### src/rtl/rr_mux_arbiter.sv
// N-channel, W-bit registered stream multiplexer with round-robin or manual
// channel selection and valid/ready handshakes on every input and the output.
module rr_mux_arbiter #(
   parameter  int N  = 4,
   parameter  int W  = 8,
   localparam int SW = $clog2(N)
) (
   input  logic           clk,
   input  logic           rst,
   input  logic [N*W-1:0] in_data,
   input  logic [N-1:0]   in_valid,
   output logic [N-1:0]   in_ready,
   input  logic           mode,
   input  logic [SW-1:0]  sel,
   output logic [W-1:0]   out_data,
   output logic [SW-1:0]  out_ch,
   output logic           out_valid,
   input  logic           out_ready
);

   // Handshake: a word moves on any interface in a cycle where valid && ready
   // are both high at the rising edge; producers hold data/valid until then.

   localparam int NP = 1 << SW;

   logic [SW-1:0] rr_ptr;
   logic          load_en;
   logic          rr_ok;
   logic [SW-1:0] rr_idx;
   logic [NP-1:0] valid_ext;
   logic          grant_ok;
   logic [SW-1:0] grant_idx;
   logic [W-1:0]  grant_data;
   int            idx;

   assign load_en = !out_valid || out_ready;

   // Round-robin scan from rr_ptr; descending k so the nearest requester wins.
   always_comb begin
      rr_ok  = 1'b0;
      rr_idx = '0;
      idx    = 0;
      for (int k = N - 1; k >= 0; k--) begin
         idx = int'(rr_ptr) + k;
         if (idx >= N) idx = idx - N;
         if (in_valid[idx]) begin
            rr_ok  = 1'b1;
            rr_idx = idx[SW-1:0];
         end
      end
   end

   // Zero-extended valid vector so out-of-range sel values read as "no request".
   always_comb begin
      valid_ext        = '0;
      valid_ext[N-1:0] = in_valid;
   end

   always_comb begin
      grant_ok  = 1'b0;
      grant_idx = '0;
      if (mode) begin
         grant_ok  = valid_ext[sel];
         grant_idx = sel;
      end else begin
         grant_ok  = rr_ok;
         grant_idx = rr_idx;
      end
   end

   always_comb begin
      in_ready   = '0;
      grant_data = '0;
      for (int i = 0; i < N; i++) begin
         if (grant_idx == SW'(i)) begin
            in_ready[i] = !rst && load_en && grant_ok;
            grant_data  = in_data[i*W +: W];
         end
      end
   end

   always_ff @(posedge clk or posedge rst) begin
      if (rst) begin
         out_data  <= '0;
         out_ch    <= '0;
         out_valid <= 1'b0;
         rr_ptr    <= '0;
      end else if (load_en) begin
         if (grant_ok) begin
            out_data  <= grant_data;
            out_ch    <= grant_idx;
            out_valid <= 1'b1;
            rr_ptr    <= (grant_idx == SW'(N - 1)) ? '0 : grant_idx + SW'(1);
         end else begin
            out_valid <= 1'b0;
         end
      end
   end

endmodule

### config.mk
export PLATFORM = sky130hd
export DESIGN_NAME = rr_mux_arbiter
export DESIGN_NICKNAME = d
export VERILOG_FILES = /design/src/rtl/rr_mux_arbiter.sv
export SDC_FILE = /design/constraint.sdc
export NUM_CORES = 1
export LEC_CHECK = 0
export BUFFER_PORTS_ARGS = -buffer_cell sky130_fd_sc_hd__buf_2
export CORE_MARGIN = 5
export CORE_UTILIZATION = 37
export DETAILED_ROUTE_END_ITERATION = 7
export PLACE_DENSITY = 0.69
export SYNTH_ARGS = -nofsm -noshare
export SYNTH_HDL_FRONTEND = slang
export SYNTH_SLANG_ARGS = --single-unit
### constraint.sdc
create_clock -name clk -period 2.8 [get_ports clk]
set_clock_uncertainty 0.15 [all_clocks]
set_input_delay 0.14 -clock clk [delete_from_list [all_inputs] [get_ports clk]]
set_output_delay 0.14 -clock clk [all_outputs]
set_load 0.01 [all_outputs]
**After elaboration in Yosys (flattened, before gate mapping)**

Index checks and enable logic that the tools add are counted.

- $add $sub $neg: 8
- Multiply operators: 0
- Divide/modulo/power cells: 0
- Order comparisons: 9
- Equal/unequal tests: 3
- Shift operators: 0
- Multiplexer cells: 38
- Bitwise operators: 0
- Reduce and logical (&&, ||, !) cells: 7

Operator list:

| operator | count |
|---|---|
| 32-bit by 4-bit < comparator with 1-bit output (second input constant) | 4 |
| 32-bit two-way mux | 4 |
| 8-bit two-way mux | 4 |
| 1-bit two-way mux | 19 |
| 2-bit two-way mux | 6 |
| 3-bit by 3-bit subtractor with 4-bit output (second input constant) | 3 |
| 1-bit binary-select mux with 2-bit select | 5 |
| 3-bit >= comparator (second input constant) | 3 |
| 2-bit by 2-bit adder with 3-bit output (second input constant) | 2 |
| 2-bit equality test (second input constant) | 2 |
| 2-bit by 3-bit subtractor with 4-bit output (second input constant) | 1 |
| 2-bit by 1-bit adder with 3-bit output (second input constant) | 1 |
| 2-bit by 3-bit >= comparator with 1-bit output (second input constant) | 1 |
| 2-bit by 3-bit < comparator with 1-bit output (second input constant) | 1 |
| 2-bit by 1-bit adder with 2-bit output (second input constant) | 1 |
| 2-bit by 1-bit equality test with 1-bit output (second input constant) | 1 |
| 1-bit logical AND | 2 |
| 1-bit logical NOT | 2 |
| 2-bit logical NOT | 1 |
| 2-bit AND reduction | 1 |
| 1-bit logical OR | 1 |

- Bits in registers: 13
- Bits in latches: 0
- Memory bits (writable): 0
- Bits in read-only memories: 0
- Output and inout port bits: 15
- Memories: 0

**Depth between registers and ports, before layout**

- Depth after elaboration: 16
- Mapped depth: 13
- Gate-level depth less buffers: 11

**Least setup slack after synthesis**

Ideal clock, no wire load.

- Path type: flip-flop to flip-flop
- Start: register rr_ptr[0]
- End: register out_data[2]
- Setup time: 0.125 ns
- Arrival time: 2.383 ns
- Slack: 0.142 ns
- Cell stages (with the launch flop): 14
- Buffers on the path: 2
- Clock period less this slack: 2.658 ns
- Cell sequence: dfrtp_1 > buf_2 > nor2b_1 > nor3_1 > a31oi_1 > o31ai_1 > inv_1 > ha_1 > nor2b_1 > clkbuf_1 > a221o_1 > o21ai_0 > o21ai_0 > mux2_4

- Longest elaborated chain between the ends: 16
- Elaborated cells between the ends (all ways): 46

RTL lines:

| element | RTL line | text |
|---|---|---|
| start, declared | 26 | `logic [SW-1:0] rr_ptr;` |
| start signal, assigned | 93 | `rr_ptr <= (grant_idx == SW'(N - 1)) ? '0 : grant_idx + SW'(1);` |
| 2-bit by 2-bit adder with 3-bit output | 44 | `idx = int'(rr_ptr) + k;` |
| 3-bit by 3-bit subtractor with 4-bit output / 3-bit >= comparator (equally long branches) | 45 | `if (idx >= N) idx = idx - N;` |
| 32-bit two-way mux | 45 |  |
| 1-bit binary-select mux with 2-bit select | 46 | `if (in_valid[idx]) begin` |
| 1-bit two-way mux (not written as such) (2 in a row) | 46 |  |
| 2-bit two-way mux (3 in a row) | 46 |  |
| 2-bit two-way mux (*) | 46 |  |
| 2-bit two-way mux (*) | 62 | `if (mode) begin` |
| named net grant_idx[0] | 32 | `logic [SW-1:0] grant_idx;` |
| 2-bit logical NOT | 75 | `if (grant_idx == SW'(i)) begin` |
| 8-bit two-way mux (3 in a row) | 75 |  |
| 8-bit two-way mux (*) | 75 |  |
| end signal, assigned | 90 | `out_data <= grant_data;` |
| end, declared | 15 | `output logic [W-1:0] out_data,` |

The timed path passes the listed nets; every way through them passes the cells marked *. The select of a mux whose other input is x is not followed.
A chain may end at the register's enable or synchronous reset.

**Final worst setup path**

- Start: register rr_ptr[0]
- End: register out_data[4]

The elaborated chain is that of the path after synthesis.

==> run_results.csv <==
group,metric,value,unit
status,status,"completed",
cells_and_area,syn2layout_area_growth,37.2,%
critical_path,worst_r2r_endpoint,"out_data[4]",
yosys,synth_seq_cells,13,
critical_path,rrSetupSlack,0.22,ns
timing,fin_crit_sh,92.3,%
clocking,cts.sink_count,13,
floorplan,die_h,63.0,µm
critical_path,end_kind,"register",
yosys,synth_warnings,0,
clocking,cts_made_buffers,3,
clocking,cts_root_buf,"clkbuf_4",
timing,worstMarginPinSlew,0.789,ns
pwr,powerDensity,711,nW/µm²
timing,fmax,387,MHz
pwr,leakage,0.000728,µW
cells_and_area,antenna_cells,0,
critical_path,worstRegToRegCells,11,
drt,drc,0,
yosys,synthesis.area,1040,µm²
global_route,antenna_found_initial,0,
floorplan,core,2730,µm²
yosys,avgSynthCellArea,9.03,µm²
flow_run,maxCapViolCount,0,
clocking,cts_tree,"yes",
critical_path,worst-setup-path-type,"register to register",
drt,vias,1109,
drt,drt_iter0_markers,104,
timing,setup_ws,0.216,ns
drt,totalWireLength,3120,µm
floorplan,die_area,3970,µm²
floorplan,initial_core_util,38.0,%
yosys,synthArstFlopShare,100,%
yosys,syn-num-nets,161,
clocking,cts_buffer_depth,2,
critical_path,worstPathMaxFanout,7,
clocking,clk_pin_slew,0.09,ns
global_route,grt_max_degree,18,
critical_path,cp-start-kind,"register",
timing,tns,0,ns
timing,slew-limit-headroom,47.4,%
global_route,globalRouteOverflowTotal,0,
global_route,grt_usage,15.8,%
critical_path,required,2.81,ns
timing,setup_viol,0,
placement,dp_hpwl,2450,µm
placement,gp_congestion,0.887,
timing,maxSlewViolCount,0,
timing,rsz0062_at_grt,"false",
timing,period_needed,2.58,ns
global_route,grt_pass1_vias,1072,
drt,routed_via_density,5.38,
pwr,ir_worst_vdd,424,µV
floorplan,die_w,63.0,µm
cells_and_area,drive_above_1_share,49.7,%
yosys,synthesis.instances,115,
clocking,htreeDepth,1,
critical_path,reg2reg_from,"rr_ptr[0]",
placement,place_ws,0.0333,ns
yosys,yosysUniqueCellTypes,28,
yosys,synth_seq_area_share,31.3,%
drt,avgRoutedWirePerCell,15.2,µm
yosys,synth_flop_cell,"dfrtp_1",
min_path,min_path_type,"input port to register",
global_route,grt_first_pass_wirelength,5120,µm
floorplan,io_pins,57,
critical_path,critPathLaunch,"rr_ptr[0]",
placement,port_buffers,56,
timing,final_hold_viol_count,0,
cells_and_area,final_nets,222,
floorplan,num_rows,19,
timing,timing.hold.ws,0.0430,ns
yosys,synth_edf_count,0,
critical_path,crit_end,"out_data[4]",
drt,drt_pass1_iterations,4,
drt,postRouteAntennaNets,0,
critical_path,arrival,2.59,ns
clocking,clock_latency,0.27,ns
what timing repair did:
| action | CTS | global route |
|---|---|---|
| buffers inserted | 0 | 3 |
| hold buffers | 1 | 0 |
| setup endpoints to repair | 0 | 12 |
| endpoints found under the hold margin | 13 | 0 |
| resized for setup | 0 | 8 |
area by class of cell:
type	instances	area (µm²)
sequential	13	328
fill	253	1310
timing repair buffer	64	343
tap	31	38.8
inverter	5	18.8
clock buffer	4	26.3
multi-input combinational	89	671
layer usage:
metal	global-route usage [%]	routed length, µm
met5	0	0
met1	19.1	1330
met4	5.57	23
met2	25.5	1400
met3	5.76	362
Yosys cell counts, types with 2 or more instances:
cell	count	area [µm²]
a211o_1	2	17.5
buf_6	2	22.5
ha_1	4	50.1
dfrtp_1	13	325
and3_1	4	25.0
a221o_1	7	70.1
mux2i_1	2	20.0
nor2_1	4	15.0
clkbuf_1	5	18.8
nand2_1	15	56.3
o31ai_1	2	15.0
a21oi_1	4	20.0
mux2_4	5	75.1
nand2b_1	3	18.8
nor2b_1	4	25.0
o21ai_0	18	90.1
mux2_2	6	67.6
inv_1	5	18.8
how the worst min path moves through the flow:
stage                 from  slack [ns]  depth (start not counted)           to
6_report         out_ready        0.04                          3    out_valid
5_1_grt        in_data[25]        0.07                          4  out_data[1]
4_1_cts          out_ready        0.05                          3    out_valid
3_5_place_dp           rst        0.08                          2  out_data[3]
3_3_place_gp           rst        0.07                          2  out_data[4]
2_1_floorplan          rst       -0.11                          1    out_ch[0]
stage by stage:
stage	cell area, µm²	utilization [%]	std cells	total power [µW]
after global routing	1430	52.1	206	1100
final	1430	52.1	206	1010
after CTS	1380	50.4	203	977
after floorplan	1040	-	115	690
after detailed placement	1340	49.1	198	855
after global placement	1340	49.1	198	838
report_power, final:
part	internal [µW]	switching, µW
Sequential	272	66.3
Combinational	300	255
Clock	55.1	64.4
critical path, cell delays in order, from the launching register on:
cell and delay (ns):
dfrtp_2 0.45, nor2b_2 0.19, nor3_2 0.07, a31oi_1 0.19, o31ai_2 0.09, buf_4 0.14, ha_1 0.24, buf_4 0.18
a221o_1 0.30, o21ai_0 0.08, o21ai_0 0.11, mux2_4 0.28
registers in the layout (all words and copies together), names as in the netlist:
name	count
out_ch	2
out_data	8
out_valid	1
rr_ptr	2
cells by family after synthesis:
| family | synth area share [%] |
|---|---|
| adder cells (fa/ha/maj) | 4.82 |
| AO/OA/AOI/OAI | 23.5 |
| buffers and inverters | 6.26 |
| multiplexers | 15.7 |
| AND/OR/NAND/NOR | 18.4 |
| flip-flops | 31.3 |
layout by cell type, fill, tap and decap left out, drive strengths merged, types with 2 or more instances in the layout:
cell / n
a211o: 2
buf: 63
a21oi: 4
o21ai: 18
clkbuf: 4
nand2b: 3
inv: 5
and3: 4
a221o: 7
nand2: 15
nor2b: 4
nor2: 4
mux2i: 2
mux2: 11
dfrtp: 13
o31ai: 2
ha: 4
Power figures use the tool's default switching activity.
